File: config.mk
export PLATFORM = sky130hd
export DESIGN_NAME = inst_feeder
export DESIGN_NICKNAME = d
export VERILOG_FILES = /design/src/rtl/inst_feeder_pkg.sv /design/src/rtl/inst_feeder_fifo.sv /design/src/rtl/inst_feeder.sv
export SDC_FILE = /design/constraint.sdc
export NUM_CORES = 1
export LEC_CHECK = 0
export BUFFER_PORTS_ARGS = -buffer_cell sky130_fd_sc_hd__clkbuf_2
export CORE_UTILIZATION = 40
export CTS_CLUSTER_DIAMETER = 100
export CTS_CLUSTER_SIZE = 20
export DETAILED_ROUTE_END_ITERATION = 10
export HOLD_SLACK_MARGIN = 0.05
export SLEW_MARGIN = 0
export SYNTH_ARGS = -nofsm -noshare
export SYNTH_HDL_FRONTEND = slang
export SYNTH_SLANG_ARGS = --single-unit
File: constraint.sdc
create_clock -name clk -period 12.75 [get_ports clk]
set_clock_uncertainty 0.2 [all_clocks]
set_input_delay 0.6375 -clock clk [delete_from_list [all_inputs] [get_ports clk]]
set_output_delay 0.6375 -clock clk [all_outputs]
set_load 0.01 [all_outputs]
File: src/rtl/inst_feeder_pkg.sv
// ---------------------------------------------------------------------------
// inst_feeder_pkg
// Shared constants and types for the symbolic instruction-fetch responder.
//   INSN_LEN      : width of an instruction word
//   RV_NOP        : canonical RISC-V NOP (addi x0,x0,0)
//   PC_LEN        : width of a fetch PC
//   fetch_entry_t : one queued response, {pc, insn}
// ---------------------------------------------------------------------------
package inst_feeder_pkg;

    localparam int INSN_LEN = 32;
    localparam int PC_LEN   = 32;

    localparam logic [INSN_LEN-1:0] RV_NOP = 32'h0000_0013;

    typedef struct packed {
        logic [PC_LEN-1:0]   pc;
        logic [INSN_LEN-1:0] insn;
    } fetch_entry_t;

    localparam int ENTRY_W = $bits(fetch_entry_t);

endpackage

File: src/rtl/inst_feeder_fifo.sv
// ---------------------------------------------------------------------------
// feeder_fifo
// Synchronous circular-buffer FIFO with flush, used as the outstanding
// response queue of inst_feeder.
// Ports:
//   clk, rst_n    : clock, synchronous active-low reset
//   push_i/data_i : write one entry (caller guarantees !full_o)
//   pop_i         : drop the head entry (caller guarantees !empty_o)
//   flush_i       : discard every stored entry; a same-cycle push survives
//   full_o/empty_o: occupancy flags
//   head_o        : head entry, forced to 0 while empty
// ---------------------------------------------------------------------------
module feeder_fifo #(
    parameter int DEPTH = 4,
    parameter int W     = 64
) (
    input  logic         clk,
    input  logic         rst_n,
    input  logic         push_i,
    input  logic [W-1:0] data_i,
    input  logic         pop_i,
    input  logic         flush_i,
    output logic         full_o,
    output logic         empty_o,
    output logic [W-1:0] head_o
);

    localparam int AW    = $clog2(DEPTH);
    localparam int PTR_W = AW + 1;
    localparam logic [PTR_W-1:0] PTR_ONE = {{(PTR_W-1){1'b0}}, 1'b1};

    logic [PTR_W-1:0] wr_ptr_q, wr_ptr_d;
    logic [PTR_W-1:0] rd_ptr_q, rd_ptr_d;
    logic [W-1:0]     mem_q [DEPTH];

    // The extra pointer MSB tells full apart from empty when the indices match.
    always_comb begin
        empty_o = (wr_ptr_q == rd_ptr_q);
        full_o  = (wr_ptr_q[PTR_W-1] != rd_ptr_q[PTR_W-1]) &&
                  (wr_ptr_q[AW-1:0] == rd_ptr_q[AW-1:0]);
        head_o  = empty_o ? '0 : mem_q[rd_ptr_q[AW-1:0]];
    end

    always_comb begin
        wr_ptr_d = wr_ptr_q;
        rd_ptr_d = rd_ptr_q;
        if (push_i) begin
            wr_ptr_d = wr_ptr_q + PTR_ONE;
        end
        // Flush jumps the read pointer to the pre-push write pointer, so a
        // push in the same cycle becomes the only surviving entry.
        if (flush_i) begin
            rd_ptr_d = wr_ptr_q;
        end else if (pop_i) begin
            rd_ptr_d = rd_ptr_q + PTR_ONE;
        end
    end

    always_ff @(posedge clk) begin
        if (!rst_n) begin
            wr_ptr_q <= '0;
            rd_ptr_q <= '0;
        end else begin
            wr_ptr_q <= wr_ptr_d;
            rd_ptr_q <= rd_ptr_d;
        end
    end

    // Storage needs no reset: nothing is visible until a push lands.
    always_ff @(posedge clk) begin
        if (rst_n && push_i) begin
            mem_q[wr_ptr_q[AW-1:0]] <= data_i;
        end
    end

endmodule

File: src/rtl/inst_feeder.sv
// ---------------------------------------------------------------------------
// inst_feeder
// Symbolic instruction-fetch responder for the biriscv formal harness.
// Accepts fetch requests, captures the free symbolic word at acceptance and
// returns {pc, insn} responses in order. After MAX_INSNS symbolic words the
// responder substitutes canonical NOPs. The word that would be admitted is
// tapped out to the constraint checker.
// Ports:
//   clk, rst_n                  : clock, synchronous active-low reset
//   fetch_rd_i, fetch_pc_i      : fetch request and its PC
//   fetch_accept_o              : request accepted this cycle
//   fetch_valid_o               : response valid at queue head
//   fetch_instr_o, fetch_pc_o   : head response (0 when empty)
//   fetch_rsp_ready_i           : core consumes the head response
//   fetch_flush_i               : drop all queued responses
//   sym_insn_i                  : unconstrained symbolic word
//   chk_insn_o                  : word presented to the constraint checker
//   issued_cnt_o                : symbolic words issued so far
//   budget_done_o               : symbolic budget exhausted
// ---------------------------------------------------------------------------
module inst_feeder
    import inst_feeder_pkg::*;
#(
    parameter int DEPTH     = 4,
    parameter int MAX_INSNS = 16,
    parameter int CNT_W     = 8
) (
    input  logic                clk,
    input  logic                rst_n,
    input  logic                fetch_rd_i,
    input  logic [31:0]         fetch_pc_i,
    output logic                fetch_accept_o,
    output logic                fetch_valid_o,
    output logic [INSN_LEN-1:0] fetch_instr_o,
    output logic [31:0]         fetch_pc_o,
    input  logic                fetch_rsp_ready_i,
    input  logic                fetch_flush_i,
    input  logic [INSN_LEN-1:0] sym_insn_i,
    output logic [INSN_LEN-1:0] chk_insn_o,
    output logic [CNT_W-1:0]    issued_cnt_o,
    output logic                budget_done_o
);

    localparam logic [CNT_W-1:0] MAX_CNT = CNT_W'(MAX_INSNS);
    localparam logic [CNT_W-1:0] CNT_ONE = {{(CNT_W-1){1'b0}}, 1'b1};

    logic [CNT_W-1:0] issued_cnt_q, issued_cnt_d;
    logic             budget_open;
    logic             fifo_full;
    logic             fifo_empty;
    logic             push;
    logic             pop;
    logic [INSN_LEN-1:0] word_sel;
    fetch_entry_t     wr_entry;
    fetch_entry_t     head_entry;

    // Acceptance depends only on the registered full flag, so there is no
    // combinational path from fetch_rsp_ready_i to fetch_accept_o. A request
    // alongside a flush is still taken and becomes the first post-flush fetch.
    always_comb begin
        budget_open    = (issued_cnt_q < MAX_CNT);
        word_sel       = budget_open ? sym_insn_i : RV_NOP;
        fetch_accept_o = rst_n && !fifo_full;
        push           = fetch_rd_i && fetch_accept_o;
        fetch_valid_o  = !fifo_empty;
        pop            = fetch_valid_o && fetch_rsp_ready_i;
        wr_entry.pc    = fetch_pc_i;
        wr_entry.insn  = word_sel;
    end

    // Counter saturates at MAX_INSNS and survives flushes.
    always_comb begin
        issued_cnt_d = issued_cnt_q;
        if (push && budget_open) begin
            issued_cnt_d = issued_cnt_q + CNT_ONE;
        end
    end

    always_ff @(posedge clk) begin
        if (!rst_n) begin
            issued_cnt_q <= '0;
        end else begin
            issued_cnt_q <= issued_cnt_d;
        end
    end

    feeder_fifo #(
        .DEPTH (DEPTH),
        .W     (ENTRY_W)
    ) u_fifo (
        .clk     (clk),
        .rst_n   (rst_n),
        .push_i  (push),
        .data_i  (wr_entry),
        .pop_i   (pop),
        .flush_i (fetch_flush_i),
        .full_o  (fifo_full),
        .empty_o (fifo_empty),
        .head_o  (head_entry)
    );

    always_comb begin
        chk_insn_o    = word_sel;
        fetch_instr_o = head_entry.insn;
        fetch_pc_o    = head_entry.pc;
        issued_cnt_o  = issued_cnt_q;
        budget_done_o = (issued_cnt_q == MAX_CNT);
    end

endmodule

==> results of run 1 <==
## report_power, final
part	switching, mW	internal (mW)	total (mW)
registers	0.0180	1.00	1.02
logic	0.127	0.101	0.228
clock network	0.277	0.249	0.526
total	0.422	1.35	1.77
## worst reg2reg max path, cell delays in order, from the launching register on
cell and delay, ns:
sky130_fd_sc_hd__dfxtp_1 0.45, sky130_fd_sc_hd__xor2_1 0.45, sky130_fd_sc_hd__o31a_1 0.43, sky130_fd_sc_hd__and3_4 0.98
## cell usage after synthesis
cell                       count
sky130_fd_sc_hd__a31oi_1       2
sky130_fd_sc_hd__o32ai_1       1
sky130_fd_sc_hd__o31ai_1       2
sky130_fd_sc_hd__inv_1         9
sky130_fd_sc_hd__buf_1         1
sky130_fd_sc_hd__clkbuf_1     18
sky130_fd_sc_hd__nor3_2        1
sky130_fd_sc_hd__and3_1        3
sky130_fd_sc_hd__nand3b_1      1
sky130_fd_sc_hd__buf_2         7
sky130_fd_sc_hd__dfxtp_1      16
sky130_fd_sc_hd__or2_2         1
sky130_fd_sc_hd__mux4_2       64
sky130_fd_sc_hd__or4_4         1
sky130_fd_sc_hd__a21oi_1       7
sky130_fd_sc_hd__ha_1          7
sky130_fd_sc_hd__and2_1       32
sky130_fd_sc_hd__mux2i_1       1
sky130_fd_sc_hd__nand3_1       5
sky130_fd_sc_hd__xnor2_1       2
sky130_fd_sc_hd__nor2_1        3
sky130_fd_sc_hd__o21ai_0       5
sky130_fd_sc_hd__nor4_1        1
sky130_fd_sc_hd__edfxtp_1    256
sky130_fd_sc_hd__nor4_2        1
sky130_fd_sc_hd__o31a_1        2
sky130_fd_sc_hd__or4_1         1
sky130_fd_sc_hd__nor2b_1      64
sky130_fd_sc_hd__xor2_1        3
sky130_fd_sc_hd__nand4_1       1
sky130_fd_sc_hd__o21a_1        2
sky130_fd_sc_hd__nand2_1       7
sky130_fd_sc_hd__or3_1         1
sky130_fd_sc_hd__o31ai_2       1
sky130_fd_sc_hd__nor3_1        2
sky130_fd_sc_hd__nand2b_1      4
## cell families after synthesis
family                     count (synthesis)
DFF                                      272
and+or+nand+nor                          129
muxes                                     65
buffers and inverters                     35
AOI/OAI and AO/OA                         22
adders and majority gates                  7
xor gates and xnor gates                   5
## metal layers
layer / routed length [µm] / vias to the layer above / track usage, %
met5: 0 / - / 0
met4: 383 / 0 / 3.67
met3: 1260 / 25 / 2.72
met2: 10500 / 170 / 26.9
met1: 9350 / 2812 / 21.9
li1: - / 2454 / -
## worst paths after layout
check,start,end
setup / recovery,register,fetch_instr_o[18]
hold / removal,fetch_pc_i[0],u_fifo.mem_q[3][32]
setup reg to reg,u_fifo.wr_ptr_q[1],u_fifo.mem_q[2][49]
hold reg to reg,u_fifo.wr_ptr_q[2],u_fifo.rd_ptr_q[2]
## state kept, by name, summed over array words and instances (netlist names), named ones only
register / flops
issued_cnt_o: 8
u_fifo.wr_ptr_q: 3
u_fifo.mem_q: 256
u_fifo.rd_ptr_q: 3
## metrics by stage
step           cells  setup slack [ns]  util (%)  area, µm²
6_report        1051              8.96      47.5      12400
5_1_grt         1051              8.70      47.5      12400
4_1_cts         1051              8.82      47.5      12400
3_5_place_dp    1026              9.40      45.7      11900
3_3_place_gp    1026              9.42      45.7      11900
2_1_floorplan    535              6.70         -      10700
## cells in the final DEF (no fill, tap or decap), types with 3 or more instances in the layout
| cell | count |
|---|---|
| sky130_fd_sc_hd__nor2_1 | 3 |
| sky130_fd_sc_hd__inv_1 | 9 |
| sky130_fd_sc_hd__nor2b_1 | 64 |
| sky130_fd_sc_hd__and2_1 | 32 |
| sky130_fd_sc_hd__edfxtp_1 | 256 |
| sky130_fd_sc_hd__mux4_2 | 64 |
| sky130_fd_sc_hd__and3_4 | 3 |
| sky130_fd_sc_hd__xor2_1 | 3 |
| sky130_fd_sc_hd__clkbuf_1 | 6 |
| sky130_fd_sc_hd__ha_1 | 7 |
| sky130_fd_sc_hd__nand2_1 | 7 |
| sky130_fd_sc_hd__nand3_1 | 5 |
| sky130_fd_sc_hd__a21oi_1 | 7 |
| sky130_fd_sc_hd__clkbuf_2 | 175 |
| sky130_fd_sc_hd__o21ai_0 | 5 |
| sky130_fd_sc_hd__buf_4 | 7 |
| sky130_fd_sc_hd__dfxtp_1 | 14 |
| sky130_fd_sc_hd__nand2b_1 | 4 |
| sky130_fd_sc_hd__clkbuf_16 | 17 |
## area by class of cell
| class | instances | area [µm²] | area share, % |
|---|---|---|---|
| clock inverter | 2 | 17.5 | 0.141 |
| clock buffer | 23 | 448 | 3.61 |
| sequential | 272 | 8020 | 64.6 |
| inverter | 9 | 33.8 | 0.272 |
| timing repair buffer | 182 | 928 | 7.48 |
| multi-input combinational | 228 | 2550 | 20.5 |
| tap | 335 | 419 | 3.38 |
==> reports/results.tsv, run 1 <==
stage	metric	value	unit
logic_synthesis	largest family of logic cells by synthesized area	multiplexers	
worst_setup_path	CP Launch Type	register	
logic_synthesis	fraction of the mapped netlist area in compound gates	1.33	%
placed_design	Final Wtd Congestion	0.712	
worst_setup_path	peak per-stage delay on the critical path	0.77	ns
cts	Reg clk slew, reported paths	0.09	ns
grt	number of antenna violations at the first check in global routing	0	
logic_synthesis	syn_area_per_cell	19.9	µm²
grt	number of global-route vias before repair	5773	
floorplan	Core Footprint	0.0261	mm²
placed_design	total of buffers placed on input and output ports	175	
final_layout	number of inserted filler cells in the final layout	2271	
placed_design	detailed placement HPWL	12700	µm
status	result of the run	finished with violations	
worst_setup_path	critical path buffer and inverter count	2	
sta	Period Utilization, post-route	29.7	%
cts	library cell used as clock root buffer	sky130_fd_sc_hd__clkbuf_16	
detailed_routing	number of vias after detailed routing	5461	
worst_setup_path	critical path class	reg2out	
grt	largest net degree at the start of global routing	65	
detailed_routing	post-route antenna net violation count	0	
grt	first-pass GRT wire length	32800	µm
logic_synthesis	post-synthesis cell type with the largest combined area	sky130_fd_sc_hd__edfxtp_1	
worst_setup_path	R2R Setup Slk	9.81	ns
sta	worst slew margin relative to its limit	28.4	%
sta	worst hold-check slack	0.139	ns
logic_synthesis	area share of xor/xnor cells in the synthesized design	0.411	%
logic_synthesis	cell types with the largest area share after synthesis	sky130_fd_sc_hd__edfxtp_1 (72%), sky130_fd_sc_hd__mux4_2 (14%), sky130_fd_sc_hd__nor2b_1 (3.8%), sky130_fd_sc_hd__dfxtp_1 (3.0%), sky130_fd_sc_hd__and2_1 (1.9%)	
grt	overall global routing resource usage	16.1	%
cts	count of hold buffers inserted by post-cts repair	0	
power_and_ir_drop	power consumption	1.77	mW
worst_setup_path	Largest delay share family, worst path	buffers and inverters	
logic_synthesis	Synth Area in Adders	0.821	%
sta	final hold viol count	0	
flow_run	max-cap violations	0	
detailed_routing	Final Routed Wirelength	21500	µm
worst_setup_path	Critical Path RT	11.91	ns
cts	clock tree sinks	272	
final_layout	diode count	0	
sta	Worst Tran Pin Value	1.07	ns
logic_synthesis	post-synthesis register bit count	272	
sta	setup violation total in the final timing report	0	
final_layout	area delta synth->final	16.4	%
floorplan	IO Count	176	
worst_setup_path	cell breakdown of the critical path	buf_4 > mux4_2 > nor2b_1 > clkbuf_2	
detailed_routing	via/cell ratio	5.20	
cts	clock tree from TritonCTS	yes	
sta	setup tns final	0	ns
cts	number of gates resized after CTS	0	
worst_setup_path	Worst Path Arrival	2.95	ns
logic_synthesis	sequential element share of the synthesized area	75.1	%
sta	Max Slew Vio Count	0	
grt	remaining global-route overflow	0	
floorplan	overall die height	165	µm
logic_synthesis	top-area cell type share of the netlist area	72.1	%
detailed_routing	number of search-and-repair iterations in the first detailed-routing pass	9	
floorplan	width of the chip	165	µm
worst_setup_path	CP Capture Type	primary output	
power_and_ir_drop	Leakage Power	4.25	nW
power_and_ir_drop	VDD IR max	89.1	µV
logic_synthesis	synth warn	0	
detailed_routing	Residual DRC	20	
worst_setup_path	R2R cell count	3	
min_path	path category of the worst min-delay check	in2reg	
cts	clock insertion delay at the later pin of the skew report	0.51	ns
status	violations in the final reports	DRC	
final_layout	nets	786	
final_layout	fraction of final layout cells sized beyond drive strength 1	38.5	%
floorplan	Row Count	59	
worst_setup_path	instance count on the critical path	4	
sta	maximum operating frequency	264	MHz
power_and_ir_drop	power per unit of standard cell area	143	mW/mm²
worst_setup_path	slowest library cell on the worst path	sky130_fd_sc_hd__buf_4	
floorplan	effective utilization at floorplan	40.8	%
floorplan	Total Die Area	0.0273	mm²
logic_synthesis	Netlist Area Pre-Place	0.0107	mm²
cts	H-Tree Depth	1	
cts	total clock buffers created by CTS	17	
cts	clock buffer depth	3	
sta	final worst path period need	3.79	ns
detailed_routing	average wire length per cell after detail routing	20.5	µm
worst_setup_path	critical-path maximum fanout	41	
logic_synthesis	cells after synthesis	535	
logic_synthesis	post-synthesis mux area share	13.6	%
logic_synthesis	number of nets in the synthesized netlist	611	
logic_synthesis	area share of and/or/nand/nor cells after synthesis	7.42	%
detailed_routing	number of DRC violations after detailed-routing iteration 0	491	
sta	setup repair after global routing missed its margin	false	
cts	Post-CTS Setup Inserts	0	
logic_synthesis	synth unique cells	36	
min_path	cell depth of the worst hold path	1	
Note: power is estimated with default switching activity, not from simulation.
==> run 2, diff against run 1 <==
- clock period: 12.75 -> 3.3 ns (I/O delays scaled with it)
==> reports/results.tsv, run 2 (synthesized netlist as in run 1, its figures left out) <==
stage	metric	value	unit	change
detailed_routing	Final Routed Wirelength	21600	µm	+0.31%
cts	number of gates resized after CTS	0		unchanged
final_layout	most common library cell in the layout ignoring fill and taps	sky130_fd_sc_hd__edfxtp_1		
cts	library cell used as clock root buffer	sky130_fd_sc_hd__clkbuf_16		
worst_setup_path	Critical Path RT	2.93	ns	-8.98 ns
sta	worst slew margin relative to its limit	47.5	%	+19 points
cts	Reg clk slew, reported paths	0.08	ns	about the same
final_layout	area delta synth->final	24.3	%	
power_and_ir_drop	Leakage Power	4.61	nW	+8.4%
min_path	Endpoint, Worst Hold	u_fifo.mem_q[3][39]		
worst_setup_path	CP Launch Type	register		
detailed_routing	number of search-and-repair iterations in the first detailed-routing pass	7		-2
sta	worst hold-check slack	0.223	ns	+0.0839 ns
floorplan	Core Footprint	0.0261	mm²	unchanged
floorplan	IO Count	176		unchanged
power_and_ir_drop	power consumption	6.96	mW	+290%
grt	number of global-route vias before repair	6000		+3.9%
placed_design	total of buffers placed on input and output ports	175		unchanged
sta	setup violation total in the final timing report	0		unchanged
cts	clock insertion delay at the later pin of the skew report	0.50	ns	about the same
sta	setup repair after global routing missed its margin	false		
cts	clock tree from TritonCTS	yes		
grt	GR Layer Usage met1	23.0	%	+1.1 points
worst_setup_path	R2R Setup Slk	0.63	ns	-9.18 ns
final_layout	fraction of final layout cells sized beyond drive strength 1	35.5	%	-3.0 points
cts	clock buffer depth	3		unchanged
min_path	path category of the worst min-delay check	in2reg		
status	violations in the final reports	DRC		
detailed_routing	post-route antenna net violation count	0		unchanged
worst_setup_path	R2R cell count	4		+1
grt	met2 usage	26.5	%	-0.48 points
grt	overall global routing resource usage	16.1	%	+0.072 points
placed_design	cell area after placement	0.0121	mm²	+1.1%
sta	final worst path period need	2.82	ns	
flow_run	max-cap violations	0		unchanged
sta	maximum operating frequency	355	MHz	
placed_design	Final Wtd Congestion	0.799		+12%
floorplan	effective utilization at floorplan	40.8	%	unchanged
status	result of the run	finished with violations		
cts	total clock buffers created by CTS	17		unchanged
placed_design	detailed placement HPWL	13500	µm	+6.0%
detailed_routing	Residual DRC	26		+30%
grt	GR Util met3	2.52	%	-0.20 points
power_and_ir_drop	power per unit of standard cell area	525	mW/mm²	+270%
sta	setup tns final	0	ns	unchanged
cts	count of hold buffers inserted by post-cts repair	69		+69
sta	Worst Tran Pin Value	0.783	ns	-0.291 ns
grt	number of antenna violations at the first check in global routing	0		unchanged
final_layout	most frequent cells in the layout	sky130_fd_sc_hd__edfxtp_1 (256), sky130_fd_sc_hd__clkbuf_2 (175), sky130_fd_sc_hd__dlygate4sd3_1 (69)		
worst_setup_path	destination of the worst register-to-register timing path	u_fifo.mem_q[0][3]		
floorplan	width of the chip	165	µm	unchanged
final_layout	Largest register FFs	256		unchanged
final_layout	diode count	0		unchanged
worst_setup_path	critical path class	reg2out		
worst_setup_path	CP Capture Type	primary output		
sta	final hold viol count	0		unchanged
final_layout	nets	862		+9.7%
power_and_ir_drop	VDD IR max	227	µV	+150%
detailed_routing	number of vias after detailed routing	5726		+4.9%
grt	remaining global-route overflow	0		unchanged
detailed_routing	via/cell ratio	5.06		-2.7%
sta	Max Slew Vio Count	0		unchanged
min_path	critical hold path startpoint	fetch_pc_i[7]		
floorplan	overall die height	165	µm	unchanged
floorplan	Total Die Area	0.0273	mm²	unchanged
cts	Post-CTS Setup Inserts	0		unchanged
grt	GRT busiest layer	met2		
detailed_routing	number of DRC violations after detailed-routing iteration 0	360		-27%
worst_setup_path	critical-path maximum fanout	24		-41%
cts	clock tree sinks	272		unchanged
grt	first-pass GRT wire length	33200	µm	+0.99%
final_layout	fin area	0.0133	mm²	+6.8%
worst_setup_path	Worst Path Arrival	2.45	ns	-0.50 ns
grt	largest net degree at the start of global routing	70		+7.7%
worst_setup_path	reg2reg start	u_fifo.wr_ptr_q[0]		
sta	Period Utilization, post-route	85.4	%	
floorplan	Row Count	59		unchanged
cts	H-Tree Depth	1		unchanged
detailed_routing	average wire length per cell after detail routing	19.1	µm	-6.9%
min_path	cell depth of the worst hold path	2		+1
-- run 2: cell types whose count changed in the layout (fill, tap and decap cells not counted) --
| cell | delta |
|---|---|
| sky130_fd_sc_hd__buf_12 | +6 |
| sky130_fd_sc_hd__buf_4 | +1 |
| sky130_fd_sc_hd__clkbuf_1 | +5 |
| sky130_fd_sc_hd__dlygate4sd3_1 | +69 |
| sky130_fd_sc_hd__nor3_2 | -1 |
| sky130_fd_sc_hd__nor3_4 | +1 |
-- run 2: per-stage QoR --
step	instances	setup WS, ns	utilization [%]
floorplan	535	0.0646	-
global placement	1033	0.719	46.2
detailed placement	1033	0.620	46.2
CTS	1132	0.463	50.7
global route	1132	0.332	50.7
finish	1132	0.482	50.7
-- run 2: final cells by class --
class                           count  area [µm²]
Tap cell                          335         419
Clock buffer                       28         467
Multi-Input combinational cell    228        2560
Inverter                            9        33.8
Timing Repair Buffer              258        1750
Fill cell                        2149       12900
Sequential cell                   272        8020
Clock inverter                      2        17.5
-- run 2: critical path, stage by stage, from the launching register on --
cell and delay [ns]:
sky130_fd_sc_hd__dfxtp_1 0.37, sky130_fd_sc_hd__nor4_4 0.67, sky130_fd_sc_hd__buf_4 0.41, sky130_fd_sc_hd__and2_1 0.33
sky130_fd_sc_hd__clkbuf_2 0.18
-- run 2: routing by layer --
layer	vias to the layer above	wire (µm)
met2	156	10300
met3	18	1170
met5	-	0
li1	2608	-
met1	2944	9850
met4	0	218
-- run 2: power breakdown --
part,total [mW],switching (mW),leakage [nW],internal (mW)
Clock,2.04,1.05,0.232,0.984
Sequential,3.93,0.0615,2.46,3.87
Combinational,0.986,0.523,1.92,0.463
Total,6.96,1.64,4.61,5.32
-- run 2: worst max path at each step --
stage	startpoint	endpoint
after floorplan	u_fifo.wr_ptr_q[0]	u_fifo.mem_q[1][0]
after global placement	u_fifo.wr_ptr_q[0]	u_fifo.mem_q[0][6]
after detailed placement	u_fifo.wr_ptr_q[0]	u_fifo.mem_q[0][10]
after CTS	issued_cnt_o[7]	chk_insn_o[31]
after global routing	issued_cnt_o[4]	chk_insn_o[31]
final	issued_cnt_o[7]	chk_insn_o[31]
